$ cat src/rtl/imem_fetch_ctrl_if.sv
// Instruction-fetch controller bus: loader stream, instruction-memory write
// and read ports, hazard/branch inputs and the IF/ID register outputs.
interface imem_fetch_ctrl_if #(
  parameter int ADDR_W = 12,
  parameter int INST_W = 16
);
  // Loader stream
  logic              ld_valid;
  logic              ld_ready;
  logic [INST_W-1:0] ld_data;
  logic              ld_last;
  // Instruction-memory write port
  logic              imem_we;
  logic [ADDR_W-1:0] imem_waddr;
  logic [INST_W-1:0] imem_wdata;
  // Instruction-memory read port
  logic [ADDR_W-1:0] PCAdd_pc;
  logic [INST_W-1:0] M_instruction;
  // Pipeline control
  logic              stall;
  logic              br_taken;
  logic [ADDR_W-1:0] br_target;
  // IF/ID boundary and status
  logic [INST_W-1:0] IF_ID_inst;
  logic [ADDR_W-1:0] IF_ID_pc;
  logic              run;
  logic              halted;

  // Controller side
  modport master (
    input  ld_valid, ld_data, ld_last, M_instruction, stall, br_taken, br_target,
    output ld_ready, imem_we, imem_waddr, imem_wdata, PCAdd_pc,
           IF_ID_inst, IF_ID_pc, run, halted
  );

  // Environment side (loader, memory, hazard unit, pipeline)
  modport slave (
    output ld_valid, ld_data, ld_last, M_instruction, stall, br_taken, br_target,
    input  ld_ready, imem_we, imem_waddr, imem_wdata, PCAdd_pc,
           IF_ID_inst, IF_ID_pc, run, halted
  );
endinterface

$ cat src/rtl/imem_fetch_ctrl.sv
// Instruction-fetch controller: streams a boot program into instruction
// memory, then sequences the PC with stall, branch redirect and halt handling.
module imem_fetch_ctrl #(
  parameter int                ADDR_W   = 12,
  parameter int                INST_W   = 16,
  parameter logic [INST_W-1:0] NOP_INST = 16'h6000,
  parameter logic [3:0]        HALT_OP  = 4'hF
) (
  input logic               clk,
  input logic               reset,
  imem_fetch_ctrl_if.master bus
);

  typedef enum logic [1:0] {
    S_LOAD = 2'd0,
    S_RUN  = 2'd1,
    S_HALT = 2'd2
  } state_t;

  state_t            state_q;
  logic [ADDR_W-1:0] pc_q;
  logic [ADDR_W-1:0] cnt_q;
  logic [ADDR_W-1:0] if_pc_q;
  logic [INST_W-1:0] if_inst_q;
  logic              run_q;
  logic              halted_q;

  logic ld_ready_d;
  logic ld_accept_d;
  logic is_halt_d;

  // The loader is only accepted while loading and never while reset is asserted.
  assign ld_ready_d  = (state_q == S_LOAD) && !reset;
  assign ld_accept_d = ld_ready_d && bus.ld_valid;
  assign is_halt_d   = (bus.M_instruction[INST_W-1 -: 4] == HALT_OP);

  assign bus.ld_ready   = ld_ready_d;
  assign bus.imem_we    = ld_accept_d;
  assign bus.imem_waddr = cnt_q;
  assign bus.imem_wdata = bus.ld_data;
  assign bus.PCAdd_pc   = pc_q;
  assign bus.IF_ID_inst = if_inst_q;
  assign bus.IF_ID_pc   = if_pc_q;
  assign bus.run        = run_q;
  assign bus.halted     = halted_q;

  // Fetch FSM with registered status outputs.
  always_ff @(posedge clk) begin
    if (reset) begin
      state_q   <= S_LOAD;
      pc_q      <= '0;
      cnt_q     <= '0;
      if_inst_q <= NOP_INST;
      if_pc_q   <= '0;
      run_q     <= 1'b0;
      halted_q  <= 1'b0;
    end else begin
      case (state_q)
        S_LOAD: begin
          pc_q      <= '0;
          if_inst_q <= NOP_INST;
          if (ld_accept_d) begin
            // Counter saturates at the top address so word 0 is never rewritten.
            if (cnt_q != '1) cnt_q <= cnt_q + ADDR_W'(1);
            if (bus.ld_last || (cnt_q == '1)) begin
              state_q <= S_RUN;
              run_q   <= 1'b1;
            end
          end
        end
        S_RUN: begin
          if (bus.br_taken) begin
            pc_q      <= bus.br_target;
            if_inst_q <= NOP_INST;
          end else if (bus.stall) begin
            pc_q      <= pc_q;
          end else if (is_halt_d) begin
            if_inst_q <= NOP_INST;
            state_q   <= S_HALT;
            run_q     <= 1'b0;
            halted_q  <= 1'b1;
          end else begin
            if_inst_q <= bus.M_instruction;
            if_pc_q   <= pc_q;
            pc_q      <= pc_q + ADDR_W'(1);
          end
        end
        S_HALT: begin
          if_inst_q <= NOP_INST;
          // A branch still in flight when the halt word was fetched wins.
          if (bus.br_taken) begin
            pc_q     <= bus.br_target;
            state_q  <= S_RUN;
            run_q    <= 1'b1;
            halted_q <= 1'b0;
          end
        end
        default: begin
          state_q  <= S_LOAD;
          run_q    <= 1'b0;
          halted_q <= 1'b0;
        end
      endcase
    end
  end

endmodule

$ cat src/flat_wrapper.sv
// flat-port wrapper written by rule: the top's interface ports become plain ports
module imem_fetch_ctrl_flat 
#(
  parameter int                ADDR_W   = 12,
  parameter int                INST_W   = 16,
  parameter logic [INST_W-1:0] NOP_INST = 16'h6000,
  parameter logic [3:0]        HALT_OP  = 4'hF
)
  (clk, reset, bus_ld_valid, bus_ld_data, bus_ld_last, bus_M_instruction, bus_stall, bus_br_taken, bus_br_target, bus_ld_ready, bus_imem_we, bus_imem_waddr, bus_imem_wdata, bus_PCAdd_pc, bus_IF_ID_inst, bus_IF_ID_pc, bus_run, bus_halted);
  imem_fetch_ctrl_if #(.ADDR_W(ADDR_W), .INST_W(INST_W)) bus_i ();
  input logic clk;
  input logic reset;
  input wire logic [$bits(bus_i.ld_valid)-1:0] bus_ld_valid;
  input wire logic [$bits(bus_i.ld_data)-1:0] bus_ld_data;
  input wire logic [$bits(bus_i.ld_last)-1:0] bus_ld_last;
  input wire logic [$bits(bus_i.M_instruction)-1:0] bus_M_instruction;
  input wire logic [$bits(bus_i.stall)-1:0] bus_stall;
  input wire logic [$bits(bus_i.br_taken)-1:0] bus_br_taken;
  input wire logic [$bits(bus_i.br_target)-1:0] bus_br_target;
  output wire logic [$bits(bus_i.ld_ready)-1:0] bus_ld_ready;
  output wire logic [$bits(bus_i.imem_we)-1:0] bus_imem_we;
  output wire logic [$bits(bus_i.imem_waddr)-1:0] bus_imem_waddr;
  output wire logic [$bits(bus_i.imem_wdata)-1:0] bus_imem_wdata;
  output wire logic [$bits(bus_i.PCAdd_pc)-1:0] bus_PCAdd_pc;
  output wire logic [$bits(bus_i.IF_ID_inst)-1:0] bus_IF_ID_inst;
  output wire logic [$bits(bus_i.IF_ID_pc)-1:0] bus_IF_ID_pc;
  output wire logic [$bits(bus_i.run)-1:0] bus_run;
  output wire logic [$bits(bus_i.halted)-1:0] bus_halted;
  assign bus_i.ld_valid = bus_ld_valid;
  assign bus_i.ld_data = bus_ld_data;
  assign bus_i.ld_last = bus_ld_last;
  assign bus_i.M_instruction = bus_M_instruction;
  assign bus_i.stall = bus_stall;
  assign bus_i.br_taken = bus_br_taken;
  assign bus_i.br_target = bus_br_target;
  assign bus_ld_ready = bus_i.ld_ready;
  assign bus_imem_we = bus_i.imem_we;
  assign bus_imem_waddr = bus_i.imem_waddr;
  assign bus_imem_wdata = bus_i.imem_wdata;
  assign bus_PCAdd_pc = bus_i.PCAdd_pc;
  assign bus_IF_ID_inst = bus_i.IF_ID_inst;
  assign bus_IF_ID_pc = bus_i.IF_ID_pc;
  assign bus_run = bus_i.run;
  assign bus_halted = bus_i.halted;
  imem_fetch_ctrl #(.ADDR_W(ADDR_W), .INST_W(INST_W), .NOP_INST(NOP_INST), .HALT_OP(HALT_OP)) u_core (.clk(clk), .reset(reset), .bus(bus_i));
endmodule
$ cat config.mk
export PLATFORM = sky130hd
export DESIGN_NAME = imem_fetch_ctrl_flat
export DESIGN_NICKNAME = d
export VERILOG_FILES = /design/src/rtl/imem_fetch_ctrl_if.sv /design/src/rtl/imem_fetch_ctrl.sv /design/src/flat_wrapper.sv
export SDC_FILE = /design/constraint.sdc
export NUM_CORES = 1
export LEC_CHECK = 0
export BUFFER_PORTS_ARGS = -buffer_cell sky130_fd_sc_hd__buf_2
export CAP_MARGIN = 0
export CORE_AREA = 2 2 80 82
export CTS_BUF_LIST = sky130_fd_sc_hd__clkbuf_2 sky130_fd_sc_hd__clkbuf_4 sky130_fd_sc_hd__clkbuf_8
export DETAILED_ROUTE_END_ITERATION = 10
export DIE_AREA = 0 0 82 84
export PLACE_DENSITY = 0.84
export SYNTH_ARGS = -nofsm -noshare
export SYNTH_HDL_FRONTEND = slang
export SYNTH_SLANG_ARGS = --single-unit
export TNS_END_PERCENT = 10
$ cat constraint.sdc
create_clock -name clk -period 2.5 [get_ports clk]
set_clock_uncertainty 0.15 [all_clocks]
set_input_delay 0.5 -clock clk [delete_from_list [all_inputs] [get_ports clk]]
set_output_delay 0.5 -clock clk [all_outputs]
set_load 0.005 [all_outputs]
==> results of run 1 <==
cells in the final DEF (no fill, tap or decap), drive strengths merged, types with 3 or more instances in the layout:
cell type  instances
clkbuf             6
a21oi             27
a21o               3
nor2              23
a22oi             16
nand3             19
buf               93
nor3              11
o41ai              4
nor2b              4
o211ai             8
xnor2              5
or4                8
o31ai              8
nand2b             4
and2               3
inv               10
nand2             44
nand4              9
o21ai              5
dfxtp             56
and4               3
ha                 6
o2bb2ai            4
final cells by class:
cell class	instances	area, µm²	share of cell area
Clock buffer	6	76.3	0.0227
Clock inverter	2	16.3	0.00483
Tap cell	77	96.3	0.0286
Sequential cell	56	1120	0.333
Multi-Input combinational cell	246	1540	0.458
Inverter	11	41.3	0.0123
Timing Repair Buffer	93	475	0.141
synth_stat cells (4+ instances only):
cell type  instances
ha_1               6
a22oi_1           16
dfxtp_1           56
nor3_1            11
o21ai_0            5
o2bb2ai_1          4
nand4_1            9
nand2b_1           4
or4_1              8
buf_4             16
inv_1             10
buf_2              5
clkbuf_1           7
o31ai_1            8
xnor2_1            5
a21oi_1           27
nand2_1           44
nand3_1           19
o211ai_1           8
nor2_1            23
nor2b_1            4
worst paths after layout:
| path | startpoint | end | slack (ps) | cells past startpoint |
|---|---|---|---|---|
| max | u_core.state_q[1] | bus_imem_we | 150 | 5 |
| min | bus_M_instruction[3] | u_core.bus.IF_ID_inst[3] | 260 | 3 |
| max reg2reg | u_core.state_q[1] | u_core.bus.IF_ID_inst[6] | 240 | 6 |
| min reg2reg | u_core.bus.IF_ID_pc[9] | u_core.bus.IF_ID_pc[9] | 310 | 2 |
state kept, by name, summed over array words and instances (netlist names):
register	count
u_core.bus.IF_ID_pc	12
u_core.bus.imem_waddr	12
u_core.state_q	2
u_core.bus.IF_ID_inst	16
u_core.bus.PCAdd_pc	12
u_core.bus.halted	1
u_core.bus.run	1
layer usage:
layer	up-vias	share of wire	track usage	routed length (µm)
li1	1382	-	-	-
met3	13	0.076	0.0455	566
met2	112	0.48	0.346	3580
met5	-	0	0	0
met4	0	0.018	0.0833	135
met1	1329	0.42	0.291	3140
worst reg2reg max path: stages (launching register included):
cell	delay (ps)
dfxtp_1	360
inv_1	100
ha_1	330
and2b_1	500
a21o_1	490
a22oi_1	160
nor2_1	120
metrics by stage:
| stage | setup slack [ps] | cells | util |
|---|---|---|---|
| floorplan | 537 | 344 | - |
| detailed placement | 255 | 483 | 0.538 |
| CTS | 136 | 491 | 0.553 |
| global route | 24.1 | 491 | 0.553 |
| finish | 147 | 491 | 0.553 |
| global placement | 348 | 483 | 0.538 |
logic make-up (layout without fill, tap and decap cells):
group | count (synthesis) | in the layout
buffers and inverters | 42 | 112
AOI/OAI and AO/OA | 91 | 91
xor gates and xnor gates | 7 | 7
muxes | 3 | 3
adders and majority gates | 6 | 6
and+or+nand+nor | 139 | 139
DFF | 56 | 56
report_power, final:
group / leakage, µW / switching [µW] / total [µW] / internal, µW
combinational: 0.000851 / 218 / 362 / 144
sequential: 0.000452 / 23.3 / 943 / 919
clock: 0.0000448 / 304 / 516 / 211
total: 0.00135 / 546 / 1820 / 1270
==> metrics.cfg, run 1 <==
[clocking]
h-tree-depth = 2
cts_root_buf = clkbuf_8
cts_resized = 0
cts.clk_slew.worst_paths_ps = 100
cts_hold_buf = 0
clkSinkCount = 56
clk_latency_ps = 310
post_cts_buffers = 0
cts_tree = built
clockBufferDepth = 2
cts_buffers = 5

[yosys]
synth_flop_cell = dfxtp_1
synth_top_family_by_area = simple AND/OR/NAND/NOR gates
avgSynthCellArea_um2 = 8.46
synth.distinct_cells = 52
synth-xor-area-share = 0.0211
yosysSeqAreaShare = 0.385
synth_compound_area_frac = 0.234
synth_top_area_frac = 0.385
yosysTopAreaCell = dfxtp_1
synth.ff_latch_count = 56
netlist_area_um2 = 2910
synth_edf_count = 0
synthArstFlopShare = 0
synthSimpleGateAreaFrac = 0.239
synthCells = 344
syn_nets = 400
synthMuxAreaShare = 0.0107
ys_top_cells_by_area = dfxtp_1, nand2_1, a21oi_1
synth_fa_ha_area_frac = 0.0258
ys.warnings.count = 0

[timing]
setup_tns_ps = 0
whs_ps = 264
setup_viol_count_final = 0
min_period_over_period = 0.941
worstMarginPinSlew_ps = 575
slew-limit-headroom = 0.615
rsz0062_at_grt = false
max_freq_mhz = 425
post-route-min-period_ps = 2350
hold_violations = 0
slew_violations = 0

[route]
drt_iter0_drc = 168
vias_per_cell = 5.78
drtAntennaViolNets = 0
wire_per_inst_um = 15.1
drc = 0
wl_um = 7420
vias = 2836
first_pass_iters = 4

[run_status]
status = finished clean

[global_routing]
grt_usage = 0.219
grt_pass1_vias = 2678
grt_start_max_net_pins = 52
antenna_found_initial = 0
grt-ovfl-total = 0
grt_pass1_wl_um = 12100

[setup_path]
cp_num_buf_inv = 3
slowest_stage = dfxtp_1
crit_chain = inv_1 -> ha_1 -> nand3b_1 -> inv_1 -> buf_2
cpMostUsedCell = inv_1
cp_slowest_stage_delay_ps = 360
arrival_ps = 1700
start_kind = flop
end_kind = output port
crit_fanout = 9
cp_top_family = buffers and inverters
crit_required_ps = 1850
worstSetupPathType = reg2out

[floorplanning]
core_um2 = 6100
die_area_um2 = 6890
io_pins = 122
die_h_um = 84
die-width_um = 82
rows = 29
start_util = 0.477

[placed_design]
dpl-instance-area_um2 = 3280
portBuffers = 89
place.detailed.hpwl_um = 5490
gp_congestion = 0.828

[cells_and_area]
num-nets-final = 469
areaGrowthSynthToFinish_pct = 15.8
fillCellCount = 573
antenna_cells = 0
drive_above_1_share = 0.261
fin_area_um2 = 3370

[power_and_ir_drop]
leakagePower_uw = 0.00135
power.total_uw = 1820
power.density_nw_per_um2 = 540
vdd_drop_max_v = 0.000285

[hold_path]
hold_path.class = in2reg

[run]
maxCapViolCount = 0

Note: power is estimated with default switching activity, not from simulation.
==> run 2, diff against run 1 <==
--- a/config.mk
+++ b/config.mk
@@ -7,11 +7,11 @@
 export LEC_CHECK = 0
 export BUFFER_PORTS_ARGS = -buffer_cell sky130_fd_sc_hd__buf_2
 export CAP_MARGIN = 0
-export CORE_AREA = 2 2 80 82
+export CORE_AREA = 2 2 84 86
 export CTS_BUF_LIST = sky130_fd_sc_hd__clkbuf_2 sky130_fd_sc_hd__clkbuf_4 sky130_fd_sc_hd__clkbuf_8
 export DETAILED_ROUTE_END_ITERATION = 10
-export DIE_AREA = 0 0 82 84
-export PLACE_DENSITY = 0.84
+export DIE_AREA = 0 0 86 88
+export PLACE_DENSITY = 0.77
 export SYNTH_ARGS = -nofsm -noshare
 export SYNTH_HDL_FRONTEND = slang
 export SYNTH_SLANG_ARGS = --single-unit
==> metrics.cfg, run 2 (synthesized netlist as in run 1, its figures left out) <==
[power_and_ir_drop]
p_sw_frac = 0.287
p_seq_frac = 0.490
comb_power_share = 0.193
leakagePower_uw = 0.00137
internal-power_uw = 1370
clkPwrFrac = 0.317
power.density_nw_per_um2 = 563
power_switching_uw = 553
vdd_drop_max_v = 0.000325
power.total_uw = 1930

[setup_path]
worstSetupPathType = reg2out
r2r_cells = 7
r2r_start = u_core.state_q[1]
ff2ff_setup_slack_ps = 280
start_kind = flop
cp_top_family = buffers and inverters
cp_num_buf_inv = 3
slowest_stage = dfxtp_1
cp_slowest_stage_delay_ps = 370
crit_required_ps = 1850
crit_chain = inv_1 -> ha_1 -> nand3b_1 -> inv_1 -> buf_2
cpMostUsedCell = inv_1
arrival_ps = 1700
r2r_end = u_core.bus.imem_waddr[9]
crit_fanout = 9
end_kind = output port

[route]
vias = 2835
drt_iter0_drc = 197
wl_um = 7550
first_pass_iters = 4
vias_per_cell = 5.73
wire_per_inst_um = 15.2
drc = 0
drtAntennaViolNets = 0

[cells_and_area]
multi_input_area_um2 = 1540
fillCellCount = 632
layout_common_cells = buf_2, dfxtp_1, nand2_1, a21oi_1, nor2_1
layout_commonest_cell = buf_2
areaGrowthSynthToFinish_pct = 17.4
antenna_cells = 0
finish.cell_count_without_fillers = 495
largest_reg_flops = 16
seq_area_um2 = 1120
drive_above_1_share = 0.263
num-nets-final = 470

[timing]
hold_violations = 0
min_period_over_period = 0.941
setup_viol_count_final = 0
worstMarginPinSlew_ps = 664
max_freq_mhz = 425
post-route-min-period_ps = 2350
slew_violations = 0
slew-limit-headroom = 0.556
setup_tns_ps = 0
whs_ps = 278
rsz0062_at_grt = false

[hold_path]
min_to = u_core.bus.IF_ID_inst[1]
hold_path.class = in2reg
min_from = bus_M_instruction[1]
hold_path_depth = 3

[global_routing]
grt-ovfl-total = 0
antenna_found_initial = 0
grt_usage = 0.198
grt_pass1_vias = 2521
grt_pass1_wl_um = 12200
grt_start_max_net_pins = 38

[clocking]
post_cts_buffers = 0
h-tree-depth = 2
cts_hold_buf = 0
cts_buffers = 5
cts_resized = 0
cts_tree = built
clk_latency_ps = 310
cts.clk_slew.worst_paths_ps = 100
clkSinkCount = 56
cts_root_buf = clkbuf_8
clockBufferDepth = 2

[placed_design]
portBuffers = 89
dpl.cell_count = 487
gp_congestion = 0.872
place.detailed.hpwl_um = 5530

[run_status]
status = finished clean

[floorplanning]
rows = 30
io_pins = 122
start_util = 0.438
die-width_um = 86
core_um2 = 6640
die_h_um = 88
die_area_um2 = 7570

[run]
maxCapViolCount = 0

==> run 2: cell type report <==
cell class | instances | area share
Clock buffer | 5 | 0.0201
Clock inverter | 3 | 0.0139
Inverter | 11 | 0.0121
Multi-Input combinational cell | 246 | 0.451
Sequential cell | 56 | 0.328
Tap cell | 80 | 0.0293
Timing Repair Buffer | 94 | 0.145
==> run 2: per-layer routing <==
metal  global-route usage  part of all wire
met5                    0                 0
met4               0.0519            0.0093
met1                0.275              0.45
met3               0.0320             0.059
met2                0.320              0.48
==> run 2: power groups by stage <==
stage / Sequential, µW / Clock (µW) / Combinational [µW]
2_1_floorplan: 961 / 0 / 270
3_3_place_gp: 961 / 0 / 359
5_1_grt: 947 / 659 / 412
6_report: 943 / 611 / 372
4_1_cts: 942 / 623 / 372
3_5_place_dp: 962 / 0 / 367
==> run 2: tightest hold or removal path, stage by stage <==
cell and delay [ps]:
buf_2 80, a22oi_1 50, nor2_1 70
==> run 2: worst max-delay path by stage <==
stage	endpoint	depth (start not counted)	from	slack, ps
5_1_grt	bus_imem_we	5	u_core.state_q[1]	0.2
3_3_place_gp	u_core.bus.imem_waddr[9]	6	reset	320
6_report	bus_imem_we	5	u_core.state_q[1]	150
4_1_cts	bus_imem_we	5	u_core.state_q[0]	150
2_1_floorplan	u_core.bus.IF_ID_inst[10]	7	u_core.state_q[0]	540
3_5_place_dp	u_core.bus.imem_waddr[9]	6	reset	290
==> run 2: through the flow <==
step / instance area [µm²] / util / worst slack [ps]
after floorplan: 2910 / - / 537
after global placement: 3300 / 0.497 / 316
after detailed placement: 3300 / 0.497 / 292
after CTS: 3420 / 0.514 / 154
after global routing: 3420 / 0.514 / 0.177
final: 3420 / 0.514 / 148
